==> src/rtl/fft_cbfp_pkg.sv <==
// fft_cbfp_pkg: shared exponent width, rounding-mode encoding and saturation helper
package fft_cbfp_pkg;

    typedef enum logic {
        RM_TRUNC = 1'b0,
        RM_ROUND = 1'b1
    } round_mode_e;

    function automatic int exp_width(input int width);
        return $clog2(width);
    endfunction

    function automatic logic signed [63:0] saturate(input logic signed [63:0] v, input int w);
        logic signed [63:0] hi;
        logic signed [63:0] lo;
        hi = (64'sd1 <<< (w - 1)) - 64'sd1;
        lo = -(64'sd1 <<< (w - 1));
        return (v > hi) ? hi : ((v < lo) ? lo : v);
    endfunction

endpackage

==> src/rtl/fft_lsc.sv <==
// fft_lsc: leading-sign count, the number of bits below the MSB that repeat the MSB
module fft_lsc
    import fft_cbfp_pkg::*;
#(
    parameter int WIDTH = 25
) (
    input  logic [WIDTH-1:0]            x,
    output logic [exp_width(WIDTH)-1:0] s
);

    localparam int SW = exp_width(WIDTH);

    logic run;

    // walk down from MSB-1 while bits still match the sign bit
    always_comb begin
        s   = '0;
        run = 1'b1;
        for (int b = WIDTH - 2; b >= 0; b--) begin
            run = run && (x[b] == x[WIDTH-1]);
            s   = s + SW'(run);
        end
    end

endmodule

==> src/rtl/fft_cbfp_stage.sv <==
// fft_cbfp_stage: convergent block floating point normalisation of one FFT beat
module fft_cbfp_stage
    import fft_cbfp_pkg::*;
#(
    parameter int WIDTH_IN   = 25,
    parameter int WIDTH_OUT  = 12,
    parameter int LANES      = 16,
    parameter int GROUP      = 8,
    parameter int FRAME_LEN  = 512,
    parameter int ROUND_MODE = 0
) (
    input  logic                                                  clk,
    input  logic                                                  rst,
    input  logic                                                  in_valid,
    output logic                                                  in_ready,
    input  logic signed [LANES-1:0][WIDTH_IN-1:0]                 din_i,
    input  logic signed [LANES-1:0][WIDTH_IN-1:0]                 din_q,
    output logic                                                  out_valid,
    input  logic                                                  out_ready,
    output logic signed [LANES-1:0][WIDTH_OUT-1:0]                dout_i,
    output logic signed [LANES-1:0][WIDTH_OUT-1:0]                dout_q,
    output logic [LANES/GROUP-1:0][exp_width(WIDTH_IN)-1:0]       exp_out,
    output logic                                                  out_last,
    output logic [exp_width(WIDTH_IN)-1:0]                        frame_exp,
    output logic                                                  frame_exp_valid
);

    localparam int EXP_W = exp_width(WIDTH_IN);
    localparam int NG    = LANES / GROUP;
    localparam int SHR   = WIDTH_IN - WIDTH_OUT;
    localparam int BEATS = FRAME_LEN / LANES;
    localparam int CNT_W = (BEATS > 1) ? $clog2(BEATS) : 1;
    localparam logic signed [WIDTH_IN:0] HALF = $signed((WIDTH_IN + 1)'(1) << (SHR - 1));

    logic [LANES-1:0][EXP_W-1:0]     lsc_i;
    logic [LANES-1:0][EXP_W-1:0]     lsc_q;
    logic [NG-1:0][EXP_W-1:0]        shift;
    logic [EXP_W-1:0]                beat_min;
    logic [LANES-1:0][WIDTH_OUT-1:0] nxt_i;
    logic [LANES-1:0][WIDTH_OUT-1:0] nxt_q;
    logic [CNT_W-1:0]                cnt;
    logic [EXP_W-1:0]                run_min;
    logic                            accept;
    logic                            wrap;
    logic                            last_xfer;

    // shift never exceeds the group's headroom, so the left shift cannot overflow WIDTH_IN
    function automatic logic [WIDTH_OUT-1:0] scale(input logic signed [WIDTH_IN-1:0] x,
                                                   input logic [EXP_W-1:0] sh);
        logic signed [WIDTH_IN-1:0] up;
        logic signed [WIDTH_IN:0]   rnd;
        up  = x <<< sh;
        rnd = ($signed({up[WIDTH_IN-1], up}) + HALF) >>> SHR;
        return (ROUND_MODE == int'(RM_ROUND)) ? WIDTH_OUT'(saturate(64'(rnd), WIDTH_OUT))
                                              : WIDTH_OUT'(up >>> SHR);
    endfunction

    assign in_ready  = !out_valid || out_ready;
    assign accept    = in_valid && in_ready;
    assign wrap      = cnt == CNT_W'(BEATS - 1);
    assign last_xfer = out_valid && out_ready && out_last;

    for (genvar l = 0; l < LANES; l++) begin : g_lane
        fft_lsc #(.WIDTH(WIDTH_IN)) u_lsc_i (.x(din_i[l]), .s(lsc_i[l]));
        fft_lsc #(.WIDTH(WIDTH_IN)) u_lsc_q (.x(din_q[l]), .s(lsc_q[l]));
        assign nxt_i[l] = scale($signed(din_i[l]), shift[l / GROUP]);
        assign nxt_q[l] = scale($signed(din_q[l]), shift[l / GROUP]);
    end

    // joint I/Q exponent per group, plus the smallest group exponent of the beat
    always_comb begin
        beat_min = EXP_W'(WIDTH_IN - 1);
        for (int g = 0; g < NG; g++) begin
            shift[g] = EXP_W'(WIDTH_IN - 1);
            for (int k = 0; k < GROUP; k++) begin
                shift[g] = (lsc_i[g*GROUP+k] < shift[g]) ? lsc_i[g*GROUP+k] : shift[g];
                shift[g] = (lsc_q[g*GROUP+k] < shift[g]) ? lsc_q[g*GROUP+k] : shift[g];
            end
            beat_min = (shift[g] < beat_min) ? shift[g] : beat_min;
        end
    end

    // output register, beat counter and running frame minimum; all hold while stalled
    always_ff @(posedge clk) begin
        if (rst) begin
            out_valid <= 1'b0;
            out_last  <= 1'b0;
            dout_i    <= '0;
            dout_q    <= '0;
            exp_out   <= '0;
            cnt       <= '0;
            run_min   <= '0;
        end else if (accept) begin
            out_valid <= 1'b1;
            out_last  <= wrap;
            dout_i    <= nxt_i;
            dout_q    <= nxt_q;
            exp_out   <= shift;
            cnt       <= wrap ? '0 : cnt + 1'b1;
            run_min   <= (cnt == '0 || beat_min < run_min) ? beat_min : run_min;
        end else if (out_ready) begin
            out_valid <= 1'b0;
        end
    end

    // frame exponent captured from run_min before a same-cycle first beat restarts it
    always_ff @(posedge clk) begin
        if (rst) begin
            frame_exp_valid <= 1'b0;
            frame_exp       <= '0;
        end else begin
            frame_exp_valid <= last_xfer;
            if (last_xfer) frame_exp <= run_min;
        end
    end

endmodule

==> config.mk <==
export PLATFORM = sky130hd
export DESIGN_NAME = fft_cbfp_stage
export DESIGN_NICKNAME = d
export VERILOG_FILES = /design/src/rtl/fft_cbfp_pkg.sv /design/src/rtl/fft_lsc.sv /design/src/rtl/fft_cbfp_stage.sv
export SDC_FILE = /design/constraint.sdc
export NUM_CORES = 2
export LEC_CHECK = 0
export BUFFER_PORTS_ARGS = -buffer_cell sky130_fd_sc_hd__buf_2
export CAP_MARGIN = 40
export CORE_AREA = 2 2 471 473
export CTS_BUF_LIST = sky130_fd_sc_hd__clkbuf_4
export DETAILED_ROUTE_END_ITERATION = 10
export DIE_AREA = 0 0 473 475
export GPL_ROUTABILITY_DRIVEN = 0
export GPL_TIMING_DRIVEN = 0
export PLACE_DENSITY = 0.64
export REMOVE_ABC_BUFFERS = 1
export SETUP_SLACK_MARGIN = 0.05
export SLEW_MARGIN = 20
export SYNTH_ARGS = -nofsm -noshare
export SYNTH_HDL_FRONTEND = slang
export SYNTH_SLANG_ARGS = --single-unit
==> constraint.sdc <==
create_clock -name clk -period 40.7 [get_ports clk]
set_input_delay 6.105 -clock clk [delete_from_list [all_inputs] [get_ports clk]]
set_output_delay 6.105 -clock clk [all_outputs]
set_load 0.01 [all_outputs]
* After elaboration in Yosys (flattened, before gate mapping) *
Index checks and enable logic that the tools add are counted.

cells by class
  equality and inequality tests = 769
  add/subtract/negate cells = 737
  multiplexer cells = 37
  reductions and logical operators = 745
  $lt $le $gt $ge = 35
  shift-type cells = 32

operators by type and width
  operator             number
  $add 5x1->5          704
  $sshl 25x5->25       32
  $eq 1x1->1           768
  $logic_and 1x1->1    739
  $mux 5               35
  $lt 5x5->1           32
  $add 1x1->2          32
  $lt 5x5->1 const B   3
  $add 5x1->5 const B  1
  $eq 5x5->1 const B   1
  $logic_not 5->1      1
  $logic_or 1x1->1     2
  $mux 1               2
  $reduce_and 2->1     1
  $reduce_bool 2->1    1
  $logic_not 1->1      1

storage, ports and cells
  word-level logic and storage cells = 2395
  flip-flop bits (word level) = 412
  input bits = 804

* Depth between registers and ports, before layout *
  word-level depth = 64
  gate-level depth with buffers = 169
  mapped depth without buffers = 159

* Cells and area by module *
Synthesis repeated with hierarchy kept, for this count alone.

unflattened totals
  cell total of the unflattened synthesis = 10926
  area, all modules = 83891.7 µm²

modules (own cells, without submodules)
  module          area each (µm²)  cells an instance  instances
  fft_cbfp_stage  51180.3          6894               1
  fft_lsc         1022.2           126                32

* Worst setup path before layout *
OpenSTA, ideal clock, no wires.

  kind = in2reg
  start = input port din_i[224] (netlist name)
  end = register run_min[1]
  slack = 2.054 ns
  data arrival time = 38.512 ns
  buffers on the path = 10
  data required time = 40.566 ns
  stages on the path = 156
  cells stage by stage = clkbuf_1 -> or3_1 -> nand2_1 -> o211ai_1 -> a21oi_1 -> o21ai_0 -> a21o_1 -> a21oi_1 -> o21ai_0 -> a21o_1 -> a21o_1 -> a21oi_1 -> o21ai_0 -> fa_1 -> fa_1 -> inv_1 -> fa_1 -> inv_1 -> (+120 left out) -> clkbuf_1 -> ha_1 -> a21o_1 -> a21o_1 -> a21oi_1 -> nand3_1 -> and2_1 -> o2bb2ai_1 -> a21oi_1 -> inv_1 -> ha_1 -> a21o_1 -> a21o_1 -> a21oi_1 -> nor2_1 -> nor2_1 -> and2_1 -> a211oi_1

RTL lines
  element               RTL line               RTL
  start, declared       fft_cbfp_stage.sv:16   input logic signed [LANES-1:0][WIDTH_IN-1:0] din_i,
  end signal, assigned  fft_cbfp_stage.sv:100  run_min <= (cnt == '0 || beat_min < run_min) ? beat_min : run_min;
  end, declared         fft_cbfp_stage.sv:42   logic [EXP_W-1:0] run_min;

* Final worst setup path *
  start = input port din_i[224] (netlist name)
  end = register run_min[3]

between the ends
  longest elaborated chain between the ends = 62
  elaborated cells between the ends (all ways) = 107
  those cells by class = add/sub (23); order compare (18); eq/ne (24); mux (17); reduce/logical (25)

ends and longest elaborated chain
  element                                                          RTL line                      RTL
  $eq 1x1->1                                                       fft_lsc.sv:20                 run = run && (x[b] == x[WIDTH-1]);
  $logic_and 1x1->1                                                fft_lsc.sv:20
  $add 1x1->2 or $logic_and 1x1->1 (tied branches)                 fft_lsc.sv:21, fft_lsc.sv:20
  $add 5x1->5 or $logic_and 1x1->1 (tied branches) (21 in series)  fft_lsc.sv:21, fft_lsc.sv:20
  $add 5x1->5 *                                                    fft_lsc.sv:21                 s = s + SW'(run);
  $lt 5x5->1                                                       fft_cbfp_stage.sv:76          shift[g] = (lsc_i[g*GROUP+k] < shift[g]) ? lsc_i[g*GROUP+k] : shift[g];
  $mux 5 *                                                         fft_cbfp_stage.sv:76
  $lt 5x5->1                                                       fft_cbfp_stage.sv:77          shift[g] = (lsc_q[g*GROUP+k] < shift[g]) ? lsc_q[g*GROUP+k] : shift[g];
  (+27 left out)                                                   -
  $lt 5x5->1                                                       fft_cbfp_stage.sv:77
  $mux 5 *                                                         fft_cbfp_stage.sv:77
  $lt 5x5->1                                                       fft_cbfp_stage.sv:79          beat_min = (shift[g] < beat_min) ? shift[g] : beat_min;
  $mux 5 *                                                         fft_cbfp_stage.sv:79
  named net beat_min[1]                                            fft_cbfp_stage.sv:38          logic [EXP_W-1:0] beat_min;
  $lt 5x5->1 *                                                     fft_cbfp_stage.sv:100
  $logic_or 1x1->1 *                                               fft_cbfp_stage.sv:100
  $reduce_and 2->1 (no line) *                                     -

The timed path passes the listed nets; every way through them passes the cells marked *.
A chain may end at the register's enable or synchronous reset.

==> flow_summary.rst <==
.. list-table::
   :header-rows: 1

   * - Metric
     - Value
   * - Routed wire length per instance
     - 27.59 µm
   * - Syn Std Cell Area
     - around 84,000 µm²
   * - ANT nets after route
     - 0
   * - Crit-path max FO
     - 69
   * - Number of port buffers
     - 1,206
   * - Endpoint with the worst hold slack
     - dout_i[133]$_SDFFE_PP0P_
   * - Number of cells produced by synthesis
     - 11,670
   * - Worst path most repeated cell
     - sky130_fd_sc_hd__a21o_1
   * - Number of endpoints failing setup at the final stage
     - 0
   * - Worst-case setup margin in the final layout
     - 1.921 ns
   * - Met3 track demand over resource
     - 13.05%
   * - Cell Area, Placed
     - 96,620 µm²
   * - Maximum operating frequency
     - 25.79 MHz
   * - Endpoint of the worst register-to-register path
     - dout_q[29]$_SDFFE_PP0P_
   * - Finished Layout Cells
     - 15,600
   * - Fraction of synthesis flops using an asynchronous set or reset pin
     - 0%
   * - H-tree depth
     - 4
   * - Worst path required time
     - 41.78 ns
   * - Number of buffers inserted for hold repair after clock tree synthesis
     - 0
   * - Minimum clock period after layout
     - 38.78 ns
   * - Number of detailed-routing iterations run before antenna repair
     - 10
   * - Launching element type of the critical path
     - primary input
   * - Most repeated cell in the gate-level netlist after synthesis
     - sky130_fd_sc_hd__nand2_1
   * - Largest net degree at the start of global routing
     - 125
   * - Worst EP arrival
     - 39.86 ns
   * - Logic depth of the worst register-to-register path
     - 12
   * - Worst clock skew
     - between 0.1 and 0.15 ns
   * - Number of cells on the worst hold path
     - 2
   * - Cell type with the highest aggregate area in the netlist
     - sky130_fd_sc_hd__fa_1
   * - Area of the placeable core
     - 219,100 µm²
   * - Vias in the first global route
     - 90,660
   * - Overall routing resource usage
     - 36.66%
   * - Initial Util
     - 38.50%
   * - Fraction of final layout cells with drive strength greater than 1
     - 16.92%
   * - Startpoint of the lowest-slack register-to-register path
     - out_valid$_SDFFE_PP0P_
   * - Setup WS pre-CTS
     - -2.261 ns
   * - Met1 track utilization from global routing
     - 41.46%
   * - Total number of clock tree sinks
     - 412
   * - First-pass GRT wire length
     - 616,300 µm
   * - Global route total overflow
     - 0
   * - Syn. warnings
     - 0
   * - Height of the chip
     - 475 µm
   * - Kind of critical path
     - in2reg
   * - Crit share post-route
     - 95.28%
   * - Post-synthesis cell type count
     - 124
   * - Routed wire length
     - 430,400 µm
   * - Horizontal die dimension
     - 473 µm
   * - Part of the Yosys area used for sequential elements
     - 9.779%
   * - DR vias/cell
     - ~6.3
   * - Largest stage delay on the critical path
     - 0.55 ns
   * - Top-level port count
     - around 1,200
   * - Max-cap check violation count
     - 0
   * - Layout area overhead
     - 17.83%
   * - Final Max Tran Viols
     - 0
   * - Final hold violations
     - 0
   * - Maximum count of clock buffers along a single path
     - 3
   * - DR vias
     - 98,410
   * - Cell at the slowest stage of the critical path
     - sky130_fd_sc_hd__fa_1
   * - Fraction of the core area covered by cells at the end of the flow
     - 45.36%
   * - Drt initial violations
     - between 10,000 and 15,000
   * - Post-detail-place hpwl
     - between 300,000 and 400,000 µm
   * - Flip-flop cell with the highest count after synthesis
     - sky130_fd_sc_hd__dfxtp_1
   * - Cell class contributing the biggest share of worst-path delay
     - compound AO/OA/AOI/OAI gates
   * - Type of the worst min-delay path
     - reg2reg
   * - Clock latency reported for the late side of the worst-skew pair
     - approximately 1.4 ns
   * - Clock tree from TritonCTS
     - done
   * - Net total in the final layout
     - 14,110
   * - Die area
     - 224,700 µm²
   * - Yosys reg bits
     - between 400 and 500
   * - Final instance area
     - 99,380 µm²
   * - Root buffer selected by CTS
     - sky130_fd_sc_hd__clkbuf_4
   * - Slew at the pin closest to its max-slew limit
     - 0.9107 ns
   * - Worst Min Path Start
     - dout_i[133]$_SDFFE_PP0P_
   * - Count of standard-cell rows
     - 172
   * - Register-to-register path setup slack
     - 37.03 ns
   * - DRC Markers
     - 0
   * - Number of CTS-inserted buffers
     - ~140
   * - Dominant cells by area after synthesis
     - sky130_fd_sc_hd__fa_1 13%, sky130_fd_sc_hd__dfxtp_1 9.8%, sky130_fd_sc_hd__mux2i_1 9.2%
   * - Number of enable-type register cells in the synthesized netlist
     - 0
   * - Nature of the critical path endpoint
     - flip-flop
   * - Sum of buffers and inverters on the critical path
     - 13
   * - Top cell types by occurrence after synthesis
     - 1,772 x sky130_fd_sc_hd__nand2_1, 928 x sky130_fd_sc_hd__inv_1, 776 x sky130_fd_sc_hd__mux2i_1
   * - Status
     - complete, no violations
   * - Avg Inst Size Synth
     - 7.225 µm²
   * - Number of antenna violations at the first check in global routing
     - about 230
   * - Max-Slew Margin vs Limit
     - 39.21%
   * - Inst Count DP
     - 15,170
   * - Met2 track demand over resource in global routing
     - approximately 55%
   * - Post-CTS clock slew at the launch and capture registers of the worst setup and hold paths
     - 0.05 ns
   * - Yosys top cell area share
     - 12.91%
   * - Most used routing layer
     - met2
registers in the layout (all words and copies together) (netlist names):
| signal | cells |
|---|---|
| exp_out | 10 |
| out_valid | 1 |
| dout_q | 192 |
| run_min | 5 |
| cnt | 5 |
| dout_i | 192 |
| frame_exp_valid | 1 |
| out_last | 1 |
| frame_exp | 5 |
cells by family after synthesis:
kind of cell | count (synthesis) | share of synthesized area, %
DFF | 412 | 9.779
and+or+nand+nor | 4149 | 22.68
adders and majority gates | 836 | 17.22
buffers and inverters | 1814 | 8.518
muxes | 980 | 12.99
xor gates and xnor gates | 458 | 4.756
AOI/OAI and AO/OA | 3025 | 24.05
placed cells by master, fill, tap and decap left out, types with 170 or more instances in the layout:
| master | instances |
|---|---|
| sky130_fd_sc_hd__nand2_1 | 1757 |
| sky130_fd_sc_hd__buf_2 | 1220 |
| sky130_fd_sc_hd__inv_1 | 923 |
| sky130_fd_sc_hd__mux2i_1 | 771 |
| sky130_fd_sc_hd__a21oi_1 | 740 |
| sky130_fd_sc_hd__nor2_1 | 600 |
| sky130_fd_sc_hd__fa_1 | 544 |
| sky130_fd_sc_hd__o21ai_0 | 533 |
| sky130_fd_sc_hd__dfxtp_1 | 412 |
| sky130_fd_sc_hd__and3_1 | 409 |
| sky130_fd_sc_hd__nand3_1 | 391 |
| sky130_fd_sc_hd__xnor2_1 | 366 |
| sky130_fd_sc_hd__nor3_1 | 360 |
| sky130_fd_sc_hd__ha_1 | 283 |
| sky130_fd_sc_hd__a211oi_1 | 264 |
| sky130_fd_sc_hd__clkbuf_4 | 200 |
| sky130_fd_sc_hd__o211ai_1 | 170 |
layout make-up:
| cell class | instances | area, µm² |
|---|---|---|
| fillers | 22190 | 119700 |
| clock buffers | 199 | 1494 |
| diodes | 158 | 395.4 |
| clock inverters | 39 | 245.2 |
| multi-input cells | 9452 | 69640 |
| well taps | 2871 | 3592 |
| flip-flops and latches | 412 | 8248 |
| repair buffers | 1538 | 12200 |
| inverters | 930 | 3565 |
worst reg2reg max path: stages (launching register included):
cell                       delay [ns]
sky130_fd_sc_hd__dfxtp_1         0.32
sky130_fd_sc_hd__nand2b_1        0.20
sky130_fd_sc_hd__and2_4          0.56
sky130_fd_sc_hd__buf_16          0.29
sky130_fd_sc_hd__buf_12          0.25
sky130_fd_sc_hd__o211ai_1        0.26
sky130_fd_sc_hd__nor3_4          0.49
sky130_fd_sc_hd__buf_8           0.27
sky130_fd_sc_hd__buf_8           0.22
sky130_fd_sc_hd__buf_8           0.20
sky130_fd_sc_hd__a21boi_0        0.26
sky130_fd_sc_hd__o21ai_0         0.11
sky130_fd_sc_hd__nand3_1         0.12
stage by stage:
| stage | hold slack [ns] | TNS [ns] |
|---|---|---|
| final | 0.4486 | 0 |
| after global routing | 0.4767 | -0.6153 |
| after CTS | 0.4519 | 0 |
| after detailed placement | 0.4374 | -62.19 |
| after global placement | 0.4300 | - |
| after floorplan | 0.4480 | -5882.72 |
metal layers:
metal	routed length [µm]	share of wire (%)
met5	1001	0.23
met1	147400	34
met3	55760	13
met2	182700	42
met4	43480	10
how the worst max path moves through the flow:
| stage | startpoint | cells past startpoint | endpoint |
|---|---|---|---|
| 2_1_floorplan | din_i[224] | 145 | run_min[1]$_SDFFE_PP0P_ |
| 3_3_place_gp | din_i[224] | 132 | dout_q[116]$_SDFFE_PP0P_ |
| 3_5_place_dp | din_i[224] | 149 | run_min[3]$_SDFFE_PP0P_ |
| 4_1_cts | din_i[224] | 148 | run_min[3]$_SDFFE_PP0P_ |
| 5_1_grt | din_i[224] | 155 | run_min[3]$_SDFFE_PP0P_ |
| 6_report | din_i[224] | 149 | run_min[3]$_SDFFE_PP0P_ |
what timing repair did:
action	in CTS	in global routing
cloned	1	7
pin swaps	0	9
gates resized for setup	9	55
setup buffers	0	25
endpoints found under the setup margin	5	387
Power is left out: the tool's default activity adds up to more than one toggle a clock period on the data nets, which glitch-free logic cannot reach.
